## config.mk

```make
export PLATFORM = sky130hd
export DESIGN_NAME = lsu_flat
export DESIGN_NICKNAME = d
export VERILOG_FILES = /design/src/rtl/riscv_pkg.sv /design/src/rtl/lsu_if.sv /design/src/rtl/lsu_extend.sv /design/src/rtl/lsu.sv /design/src/flat_wrapper.sv
export SDC_FILE = /design/constraint.sdc
export NUM_CORES = 1
export LEC_CHECK = 0
export CORE_UTILIZATION = 30
export DETAILED_ROUTE_END_ITERATION = 10
export GPL_TIMING_DRIVEN = 0
export PLACE_DENSITY = 0.61
export SLEW_MARGIN = 20
export SYNTH_ARGS = -nofsm -noshare
export SYNTH_HDL_FRONTEND = slang
export SYNTH_HIERARCHICAL = 1
export SYNTH_SLANG_ARGS = --single-unit
```

## constraint.sdc

```tcl
create_clock -name clk -period 2.15 [get_ports clk]
set_input_delay 0.3225 -clock clk [delete_from_list [all_inputs] [get_ports clk]]
set_output_delay 0.3225 -clock clk [all_outputs]
set_load 0.02 [all_outputs]
```

## src/rtl/riscv_pkg.sv

```systemverilog
// Shared RV32I load/store definitions: funct3 codes, access sizes and the LSU state encoding.
package riscv_pkg;

    localparam logic [2:0] Funct3Lb  = 3'b000;
    localparam logic [2:0] Funct3Lh  = 3'b001;
    localparam logic [2:0] Funct3Lw  = 3'b010;
    localparam logic [2:0] Funct3Lbu = 3'b100;
    localparam logic [2:0] Funct3Lhu = 3'b101;
    localparam logic [2:0] Funct3Sb  = 3'b000;
    localparam logic [2:0] Funct3Sh  = 3'b001;
    localparam logic [2:0] Funct3Sw  = 3'b010;

    typedef enum logic [1:0] {StIdle, StReq, StWait, StDone} lsu_state_e;

    typedef enum logic [1:0] {SizeByte, SizeHalf, SizeWord} lsu_size_e;

    // Reserved codes (011, 110, 111) fall through to a word access.
    function automatic lsu_size_e lsu_size(input logic [2:0] funct3);
        unique case (funct3)
            Funct3Lb, Funct3Lbu: return SizeByte;
            Funct3Lh, Funct3Lhu: return SizeHalf;
            default:             return SizeWord;
        endcase
    endfunction

endpackage

```

## src/rtl/lsu_if.sv

```systemverilog
// Memory request/response channel between the LSU (master) and the memory (slave).
interface lsu_if #(
    parameter int unsigned ADDR_W = 32
) ();

    logic              mem_req_valid;
    logic              mem_req_ready;
    logic              mem_we;
    logic [ADDR_W-1:0] mem_addr;
    logic [31:0]       mem_wdata;
    logic [3:0]        mem_wstrb;
    logic              mem_rsp_valid;
    logic [31:0]       mem_rdata;

    modport master (
        output mem_req_valid, mem_we, mem_addr, mem_wdata, mem_wstrb,
        input  mem_req_ready, mem_rsp_valid, mem_rdata
    );

    modport slave (
        input  mem_req_valid, mem_we, mem_addr, mem_wdata, mem_wstrb,
        output mem_req_ready, mem_rsp_valid, mem_rdata
    );

endinterface

```

## src/rtl/lsu_extend.sv

```systemverilog
// Load lane select and sign/zero extension of a 32-bit memory word.
module lsu_extend
    import riscv_pkg::*;
(
    input  logic [31:0] rdata,
    input  logic [2:0]  funct3,
    input  logic [1:0]  offset,
    output logic [31:0] value
);

    logic [7:0]  lane_b;
    logic [15:0] lane_h;

    always_comb begin
        lane_b = rdata[8*offset +: 8];
        lane_h = offset[1] ? rdata[31:16] : rdata[15:0];
        value  = rdata;
        // funct3[2] marks the unsigned variants LBU/LHU.
        unique case (lsu_size(funct3))
            SizeByte: value = funct3[2] ? {24'b0, lane_b} : {{24{lane_b[7]}}, lane_b};
            SizeHalf: value = funct3[2] ? {16'b0, lane_h} : {{16{lane_h[15]}}, lane_h};
            default:  value = rdata;
        endcase
    end

endmodule

```

## src/rtl/lsu.sv

```systemverilog
// RV32I load/store unit: one memory operation per start, IDLE/REQ/WAIT/DONE FSM.
// Define LSU_MISALIGN_TRAP_EN to trap misaligned accesses on a fault port instead of aligning them.
module lsu
    import riscv_pkg::*;
#(
    parameter int unsigned ADDR_W = 32
) (
    input  logic              clk,
    input  logic              rst_n,
    input  logic              start,
    input  logic              is_load,
    input  logic              is_store,
    input  logic [2:0]        funct3,
    input  logic [ADDR_W-1:0] addr,
    input  logic [31:0]       store_val,
    output logic              busy,
    output logic              done,
    output logic [31:0]       load_result,
`ifdef LSU_MISALIGN_TRAP_EN
    output logic              fault,
`endif
    lsu_if.master             mem
);

    lsu_state_e        state_q;
    logic              busy_q, done_q, req_valid_q, we_q, is_load_q;
    logic [ADDR_W-1:0] mem_addr_q;
    logic [31:0]       wdata_q, load_result_q;
    logic [3:0]        wstrb_q;
    logic [2:0]        funct3_q;
    logic [1:0]        offset_q;

    lsu_size_e   size;
    logic [1:0]  offset;
    logic [3:0]  strb;
    logic [31:0] wdata;
    logic [31:0] ext_value;
    logic        trap;

    // offset is the byte offset with the bits below the access width cleared.
    always_comb begin
        size = lsu_size(funct3);
        unique case (size)
            SizeByte: begin
                offset = addr[1:0];
                strb   = 4'b0001 << offset;
                wdata  = {4{store_val[7:0]}};
            end
            SizeHalf: begin
                offset = {addr[1], 1'b0};
                strb   = 4'b0011 << offset;
                wdata  = {2{store_val[15:0]}};
            end
            default: begin
                offset = 2'b00;
                strb   = 4'b1111;
                wdata  = store_val;
            end
        endcase
    end

`ifdef LSU_MISALIGN_TRAP_EN
    logic fault_q;
    assign trap  = (offset != addr[1:0]);
    assign fault = fault_q;
`else
    assign trap = 1'b0;
`endif

    lsu_extend u_extend (
        .rdata  (mem.mem_rdata),
        .funct3 (funct3_q),
        .offset (offset_q),
        .value  (ext_value)
    );

    always_ff @(posedge clk or negedge rst_n) begin
        if (!rst_n) begin
            state_q       <= StIdle;
            busy_q        <= 1'b0;
            done_q        <= 1'b0;
            req_valid_q   <= 1'b0;
            we_q          <= 1'b0;
            wstrb_q       <= '0;
            mem_addr_q    <= '0;
            wdata_q       <= '0;
            load_result_q <= '0;
            is_load_q     <= 1'b0;
            funct3_q      <= '0;
            offset_q      <= '0;
`ifdef LSU_MISALIGN_TRAP_EN
            fault_q       <= 1'b0;
`endif
        end else begin
            done_q <= 1'b0;
            unique case (state_q)
                StIdle: begin
                    if (start) begin
                        busy_q    <= 1'b1;
                        is_load_q <= is_load;
                        funct3_q  <= funct3;
                        offset_q  <= offset;
                        if ((is_load || is_store) && !trap) begin
                            state_q     <= StReq;
                            req_valid_q <= 1'b1;
                            we_q        <= !is_load;
                            mem_addr_q  <= {addr[ADDR_W-1:2], 2'b00};
                            wstrb_q     <= is_load ? 4'b0000 : strb;
                            wdata_q     <= wdata;
                        end else begin
                            // No-op and trapped accesses complete without bus traffic.
                            state_q <= StDone;
                            done_q  <= 1'b1;
`ifdef LSU_MISALIGN_TRAP_EN
                            fault_q <= (is_load || is_store) && trap;
`endif
                        end
                    end
                end
                StReq: begin
                    if (mem.mem_req_ready) begin
                        req_valid_q <= 1'b0;
                        we_q        <= 1'b0;
                        wstrb_q     <= 4'b0000;
                        if (is_load_q) begin
                            state_q <= StWait;
                        end else begin
                            state_q <= StDone;
                            done_q  <= 1'b1;
                        end
                    end
                end
                StWait: begin
                    if (mem.mem_rsp_valid) begin
                        load_result_q <= ext_value;
                        state_q       <= StDone;
                        done_q        <= 1'b1;
                    end
                end
                StDone: begin
                    state_q <= StIdle;
                    busy_q  <= 1'b0;
`ifdef LSU_MISALIGN_TRAP_EN
                    fault_q <= 1'b0;
`endif
                end
            endcase
        end
    end

    assign busy              = busy_q;
    assign done              = done_q;
    assign load_result       = load_result_q;
    assign mem.mem_req_valid = req_valid_q;
    assign mem.mem_we        = we_q;
    assign mem.mem_addr      = mem_addr_q;
    assign mem.mem_wdata     = wdata_q;
    assign mem.mem_wstrb     = wstrb_q;

endmodule

```

## src/flat_wrapper.sv

```systemverilog
// flat-port wrapper written by rule: the top's interface ports become plain ports
module lsu_flat import riscv_pkg::*;
#(
    parameter int unsigned ADDR_W = 32
)
  (clk, rst_n, start, is_load, is_store, funct3, addr, store_val, busy, done, load_result, mem_mem_req_valid, mem_mem_we, mem_mem_addr, mem_mem_wdata, mem_mem_wstrb, mem_mem_req_ready, mem_mem_rsp_valid, mem_mem_rdata);
  lsu_if #(.ADDR_W(ADDR_W)) mem_i ();
  input  logic clk;
  input  logic rst_n;
  input  logic start;
  input  logic is_load;
  input  logic is_store;
  input  logic [2:0] funct3;
  input  logic [ADDR_W-1:0] addr;
  input  logic [31:0] store_val;
  output logic busy;
  output logic done;
  output logic [31:0] load_result;
  output wire logic [$bits(mem_i.mem_req_valid)-1:0] mem_mem_req_valid;
  output wire logic [$bits(mem_i.mem_we)-1:0] mem_mem_we;
  output wire logic [$bits(mem_i.mem_addr)-1:0] mem_mem_addr;
  output wire logic [$bits(mem_i.mem_wdata)-1:0] mem_mem_wdata;
  output wire logic [$bits(mem_i.mem_wstrb)-1:0] mem_mem_wstrb;
  input wire logic [$bits(mem_i.mem_req_ready)-1:0] mem_mem_req_ready;
  input wire logic [$bits(mem_i.mem_rsp_valid)-1:0] mem_mem_rsp_valid;
  input wire logic [$bits(mem_i.mem_rdata)-1:0] mem_mem_rdata;
  assign mem_mem_req_valid = mem_i.mem_req_valid;
  assign mem_mem_we = mem_i.mem_we;
  assign mem_mem_addr = mem_i.mem_addr;
  assign mem_mem_wdata = mem_i.mem_wdata;
  assign mem_mem_wstrb = mem_i.mem_wstrb;
  assign mem_i.mem_req_ready = mem_mem_req_ready;
  assign mem_i.mem_rsp_valid = mem_mem_rsp_valid;
  assign mem_i.mem_rdata = mem_mem_rdata;
  lsu #(.ADDR_W(ADDR_W)) u_core (.clk(clk), .rst_n(rst_n), .start(start), .is_load(is_load), .is_store(is_store), .funct3(funct3), .addr(addr), .store_val(store_val), .busy(busy), .done(done), .load_result(load_result), .mem(mem_i));
endmodule
```

==> impl_metrics.py, run 1 <==
metrics = {
    "run_status": {
        "status": "completed",
    },
    "clock_tree": {
        "clk-insertion-delay-late_ns": 0.35,
        "cts_tree": "done",
        "clockBufferDepth": 2,
        "clockRootBuffer": "clkbuf_16",
        "htree_levels": 3,
        "clk_pin_slew_ns": 0.07,
        "clock_sinks": 110,
        "cts_buffers": 9,
    },
    "placement": {
        "hpwl_microns": 12100,
        "pre_cts_ws_ns": -0.396,
        "dp_cells": 894,
        "port_buffers": 206,
        "gp_congestion": 0.839,
    },
    "timing": {
        "relSlewSlack_pct": 54.3,
        "rsz0062_at_grt": "no",
        "setup-violations-final": 0,
        "fmax_ghz": 0.510,
        "period_share_pct": 91.2,
        "fin_crit_ns": 1.96,
        "holdWs_ns": 0.452,
        "hold_viol": 0,
        "fin_ws_ns": 0.189,
        "clock_skew_ns": 0.00742,
        "slew_violations": 0,
        "worstMarginPinSlew_ns": 0.685,
    },
    "power_and_ir_drop": {
        "irDropWorstVdd_uv": 734,
        "netSwitchingPower_mw": 4.46,
        "leakagePower_nw": 3.50,
        "swShare_pct": 37.5,
        "power_density_nw_per_um2": 1480,
        "p_comb_share_pct": 52.3,
        "pwr-share-seq_pct": 31.1,
        "clkPwrFrac_pct": 16.7,
        "power_mw": 11.9,
        "internal_power_mw": 7.44,
    },
    "synthesis": {
        "yosysWarnings": 6,
        "netlist_area_sq_um": 5270,
        "synth-compound-area-share_pct": 8.38,
        "synthAdderAreaFrac_pct": 0.949,
        "synthMuxAreaShare_pct": 23.5,
        "yosys.area_share.simple_pct": 11.6,
        "syn_inst": 461,
        "synth_edf_count": 0,
        "synthXorXnorAreaFrac_pct": 0,
        "avgSynthCellArea_sq_um": 11.4,
        "ys_ff_latch": 110,
        "synth_top_family_by_area": "multiplexers",
        "ys.flop_type": "dfrtp_1",
        "ys_types": 43,
        "ys_async_sr_fraction_pct": 100,
        "seq_area_frac_synth_pct": 52.2,
    },
    "die": {
        "boundaryPins": 210,
        "die_w_microns": 135,
        "die_y_microns": 135,
        "rows": 48,
        "core_area_sq_um": 17200,
        "floorplan.initialDensity_pct": 30.6,
        "dieArea_sq_um": 18100,
    },
    "global_route": {
        "grt_start_max_net_pins": 73,
        "grt_remaining_overflow": 0,
        "grt_pass1_vias": 4624,
        "grt_antenna_before_repair": 1,
        "grt_pass1_wl_microns": 25000,
        "grt_usage_pct": 18.0,
    },
    "route": {
        "vias_per_cell": 4.75,
        "drc_errors": 0,
        "wl_per_cell_microns": 17.4,
        "final_antenna_net_count": 0,
        "dr.pass1.iters": 4,
        "vias": 4333,
        "drt_iter0_drc": 172,
        "wirelength_microns": 15800,
    },
    "worst_setup_path": {
        "crit_type": "register to register",
        "worst_path_max_delay_cell": "or4b_4",
        "critPathLaunchType": "register",
        "cp.required_ns": 2.39,
        "path_cells": "inv_1 -> ha_1 -> buf_4 -> nand2_2 -> or4b_4 -> o32ai_1",
        "cp_max_fo": 10,
        "critPathMaxStageDelay_ns": 0.55,
        "r2r-start": "u_core/state_q[0]$_DFFE_PN0P_",
        "r2r_cells": 6,
        "cp-end-kind": "register",
        "worstSetupStartpoint": "u_core/state_q[0]$_DFFE_PN0P_",
        "cp.arrival_ns": 2.20,
    },
    "layout": {
        "drive_gt1_share_pct": 19.9,
        "antenna_cells": 0,
        "fillers": 1611,
        "layout_commonest_cell": "clkdlybuf4s50_1",
        "area_growth_pct": 52.4,
        "layout_common_cells": "205 x clkdlybuf4s50_1, 110 x dfrtp_1, 102 x nand2_1",
        "postLayoutCoreUtil_pct": 46.6,
        "nets": 792,
        "fin_cells": 912,
    },
    "worst_hold_path": {
        "hold_class": "input port to asynchronous set/reset pin",
    },
    "job": {
        "maxCapViolations": 0,
    },
}
## through the flow
| stage | TNS, ns | area [sq um] |
|---|---|---|
| after floorplan | 0 | 5280 |
| after global placement | -409.56 | 7620 |
| after detailed placement | -18.38 | 7650 |
| after CTS | 0 | 8030 |
| after global routing | 0 | 8030 |
| final | 0 | 8030 |
## routing by layer
metal | global-route usage [%] | wire, microns | vias up
met5 | 0 | 13 | -
met4 | 5.31 | 246 | 2
met3 | 6.61 | 1630 | 17
met2 | 29.4 | 7250 | 206
met1 | 22.2 | 6680 | 2062
li1 | - | - | 2046
## flip-flops by register name, indices dropped and copies added (netlist names)
signal                    cells
u_core/funct3_q               3
u_core/done                   1
u_core/load_result           32
u_core/mem.mem_wstrb          4
u_core/offset_q               2
u_core/mem.mem_req_valid      1
u_core/mem.mem_addr          30
u_core/busy                   1
u_core/state_q                2
u_core/is_load_q              1
u_core/mem.mem_we             1
u_core/mem.mem_wdata         32
## logic make-up after synthesis
| logic type | count (synthesis) |
|---|---|
| mux | 113 |
| compound gates | 66 |
| simple gates | 134 |
| buf+inv | 33 |
| flops | 110 |
| fa+ha+maj | 4 |
| other cells | 1 |
## critical path: cells and delay by family (launching register included)
family / cells / cell delay (ns)
AO/OA/AOI/OAI: 1 / 0.31
adder cells (fa/ha/maj): 1 / 0.14
buffers and inverters: 2 / 0.26
flip-flops: 1 / 0.43
AND/OR/NAND/NOR: 2 / 0.69
## cell type report
| type | count | area, sq um | share of cell area, % |
|---|---|---|---|
| plain buffers | 29 | 160 | 1.99 |
| clock buffers | 10 | 239 | 2.97 |
| clock inverters | 6 | 115 | 1.43 |
| inverters | 4 | 15.0 | 0.187 |
| multi-input cells | 319 | 2350 | 29.2 |
| flip-flops and latches | 110 | 2750 | 34.3 |
| well taps | 225 | 282 | 3.50 |
| repair buffers | 209 | 2120 | 26.4 |
## Yosys cell counts (2+ instances only)
cell type | n | area share (%)
or2b_2 | 6 | 1.0
nand2_1 | 102 | 7.3
a21oi_1 | 2 | 0.19
buf_4 | 5 | 0.71
inv_1 | 4 | 0.28
nand2_2 | 2 | 0.24
o32ai_1 | 4 | 0.66
nor2b_1 | 8 | 0.95
mux2i_1 | 28 | 5.3
mux2_2 | 84 | 18
buf_2 | 12 | 1.1
a221o_1 | 8 | 1.5
ha_1 | 4 | 0.95
clkbuf_1 | 7 | 0.50
buf_6 | 2 | 0.43
o21ai_0 | 33 | 3.1
dfrtp_1 | 110 | 52
buf_1 | 3 | 0.21
nor2_1 | 6 | 0.43
a22oi_1 | 8 | 1.1
## worst paths after layout
check / slack (ns) / end
worst max-delay path: 0.19 / u_core/mem.mem_wstrb[1]$_DFFE_PN0P_
worst min-delay path: 0.45 / u_core/load_result[28]$_DFFE_PN0P_
worst max register to register: 0.19 / u_core/mem.mem_wstrb[1]$_DFFE_PN0P_
worst min register to register: 0.49 / u_core/mem.mem_wdata[21]$_DFFE_PN0P_
max in group asynchronous: 0.99 / u_core/mem.mem_wdata[21]$_DFFE_PN0P_
min in group clk: 0.49 / u_core/mem.mem_wdata[21]$_DFFE_PN0P_
## power by group through the flow
stage | clock network, mW | logic (mW) | registers [mW]
final | 1.98 | 6.22 | 3.70
after global routing | 2.09 | 6.70 | 3.83
after CTS | 2.03 | 6.30 | 3.71
after detailed placement | 0 | 6.25 | 3.73
after global placement | 0 | 6.18 | 3.69
after floorplan | 0 | 2.29 | 4.80
## timing repair
| action | CTS | global route |
|---|---|---|
| hold buffers | 1 | 0 |
| gates resized for setup | 1 | 0 |
| hold endpoints to repair | 38 | 0 |
| endpoints found under the setup margin | 27 | 0 |
| setup buffers | 1 | 0 |
Power figures use the tool's default switching activity.
==> run 2, diff against run 1 <==
- CAP_MARGIN: not set -> 5
- clock period: 2.15 -> 2 ns (I/O delays scaled with it)
==> run 2 against run 1 <==
Against the previous run: fmax grew 3.2%; utilization rose by 0.18 points; routed wire length grew 0.17%; via count is 0.48% lower; critical endpoint is now u_core/mem.mem_wdata[7]$_DFFE_PN0P_; clock power increased by 8%; global-route usage stayed put.
==> impl_metrics.py, run 2 (synthesized netlist as in run 1, its figures left out) <==
metrics = {
    "route": {
        "drc_errors": 0,
        "wirelength_microns": 15900,
        "wl_per_cell_microns": 17.4,
        "vias_per_cell": 4.73,
        "final_antenna_net_count": 0,
        "drt_iter0_drc": 166,
        "dr.pass1.iters": 4,
        "vias": 4312,
    },
    "worst_setup_path": {
        "cp-end-kind": "register",
        "critPathLaunchType": "register",
        "r2r-start": "u_core/state_q[0]$_DFFE_PN0P_",
        "r2r_cells": 7,
        "cp_max_fo": 10,
        "worstSetupStartpoint": "u_core/state_q[0]$_DFFE_PN0P_",
        "r2r_slack_ns": 0.1,
        "cp.required_ns": 2.23,
        "reg2reg_to": "u_core/mem.mem_wdata[7]$_DFFE_PN0P_",
        "crit_end": "u_core/mem.mem_wdata[7]$_DFFE_PN0P_",
        "crit_type": "register to register",
        "cp.arrival_ns": 2.14,
    },
    "clock_tree": {
        "clk-insertion-delay-late_ns": 0.35,
        "clockBufferDepth": 2,
        "clk_pin_slew_ns": 0.07,
        "clockRootBuffer": "clkbuf_16",
        "htree_levels": 3,
        "cts_buffers": 9,
        "cts_tree": "done",
        "clock_sinks": 110,
    },
    "die": {
        "die_w_microns": 135,
        "rows": 48,
        "boundaryPins": 210,
        "dieArea_sq_um": 18100,
        "floorplan.initialDensity_pct": 30.6,
        "core_area_sq_um": 17200,
        "die_y_microns": 135,
    },
    "layout": {
        "nets": 792,
        "drive_gt1_share_pct": 21.0,
        "layout_common_cells": "205 x clkdlybuf4s50_1, 110 x dfrtp_1, 102 x nand2_1",
        "antenna_cells": 0,
        "stdcell_area_sq_um": 8070,
        "layout_commonest_cell": "clkdlybuf4s50_1",
        "area_growth_pct": 53.0,
        "postLayoutCoreUtil_pct": 46.8,
        "fillers": 1616,
        "fin_cells": 912,
    },
    "timing": {
        "setup_tns_ns": 0,
        "fmax_ghz": 0.526,
        "hold_viol": 0,
        "setup-violations-final": 0,
        "relSlewSlack_pct": 54.9,
        "rsz0062_at_grt": "no",
        "fin_ws_ns": 0.0991,
        "period_share_pct": 95.0,
        "clock_skew_ns": 0.00737,
        "fin_crit_ns": 1.90,
        "slew_violations": 0,
        "holdWs_ns": 0.433,
        "worstMarginPinSlew_ns": 0.675,
    },
    "placement": {
        "gp_congestion": 0.839,
        "pre_cts_ws_ns": -0.523,
        "dp_cells": 894,
        "port_buffers": 206,
        "hpwl_microns": 12100,
        "dpl-instance-area_sq_um": 7650,
    },
    "power_and_ir_drop": {
        "power_density_nw_per_um2": 1590,
        "irDropWorstVdd_uv": 782,
        "power_mw": 12.8,
        "leakagePower_nw": 3.53,
    },
    "run_status": {
        "status": "completed",
    },
    "global_route": {
        "grt_pass1_wl_microns": 25000,
        "grt_remaining_overflow": 0,
        "grt_usage_pct": 18.0,
        "grt_antenna_before_repair": 1,
        "grt_start_max_net_pins": 73,
        "grt_pass1_vias": 4624,
    },
    "worst_hold_path": {
        "hold_class": "input port to asynchronous set/reset pin",
    },
    "job": {
        "maxCapViolations": 0,
    },
}
## run 2: final cells by class
type | instances | area (sq um) | share of cell area [%]
plain buffers | 29 | 176 | 2.19
clock buffers | 10 | 239 | 2.96
clock inverters | 6 | 115 | 1.43
inverters | 4 | 15.0 | 0.186
multi-input cells | 319 | 2360 | 29.3
flip-flops and latches | 110 | 2750 | 34.1
well taps | 225 | 282 | 3.49
repair buffers | 209 | 2120 | 26.3
## run 2: critical path, stage by stage (launching register included)
cell and delay [ns]:
dfrtp_1 0.42, inv_1 0.09, ha_1 0.20, buf_4 0.17, o211ai_1 0.14, buf_12 0.17
buf_4 0.22, mux2_2 0.37
## run 2: timing repair
| item | in CTS | in global routing |
|---|---|---|
| setup buffers | 1 | 0 |
| hold endpoints to repair | 38 | 0 |
| endpoints found under the setup margin | 62 | 63 |
| resized for setup | 1 | 14 |
| hold buffers | 1 | 0 |
## run 2: worst min path at each step
stage / start / endpoint / slack (ns) / depth (start not counted)
global placement: u_core/mem.mem_wdata[13]$_DFFE_PN0P_ / u_core/mem.mem_wdata[13]$_DFFE_PN0P_ / 0.46 / 2
floorplan: rst_n / u_core/busy$_DFFE_PN0P_ / 0.004 / 0
finish: rst_n / u_core/load_result[28]$_DFFE_PN0P_ / 0.43 / 2
detailed placement: rst_n / u_core/load_result[27]$_DFFE_PN0P_ / 0.24 / 1
CTS: rst_n / u_core/load_result[28]$_DFFE_PN0P_ / 0.43 / 2
global route: rst_n / u_core/load_result[28]$_DFFE_PN0P_ / 0.46 / 2
## run 2: per-layer routing
metal | global-route usage, % | wire length, microns | vias up
li1 | - | - | 2047
met1 | 22.2 | 6780 | 2062
met2 | 29.4 | 7330 | 186
met3 | 6.61 | 1510 | 15
met4 | 5.31 | 212 | 2
met5 | 0 | 13 | -
## run 2: power breakdown
| part | internal [mW] | leakage (nW) | switching, mW |
|---|---|---|---|
| combinational | 3.43 | 2.02 | 3.29 |
| sequential | 3.32 | 1.34 | 0.650 |
| clock | 1.27 | 0.170 | 0.862 |
| total | 8.02 | 3.53 | 4.80 |
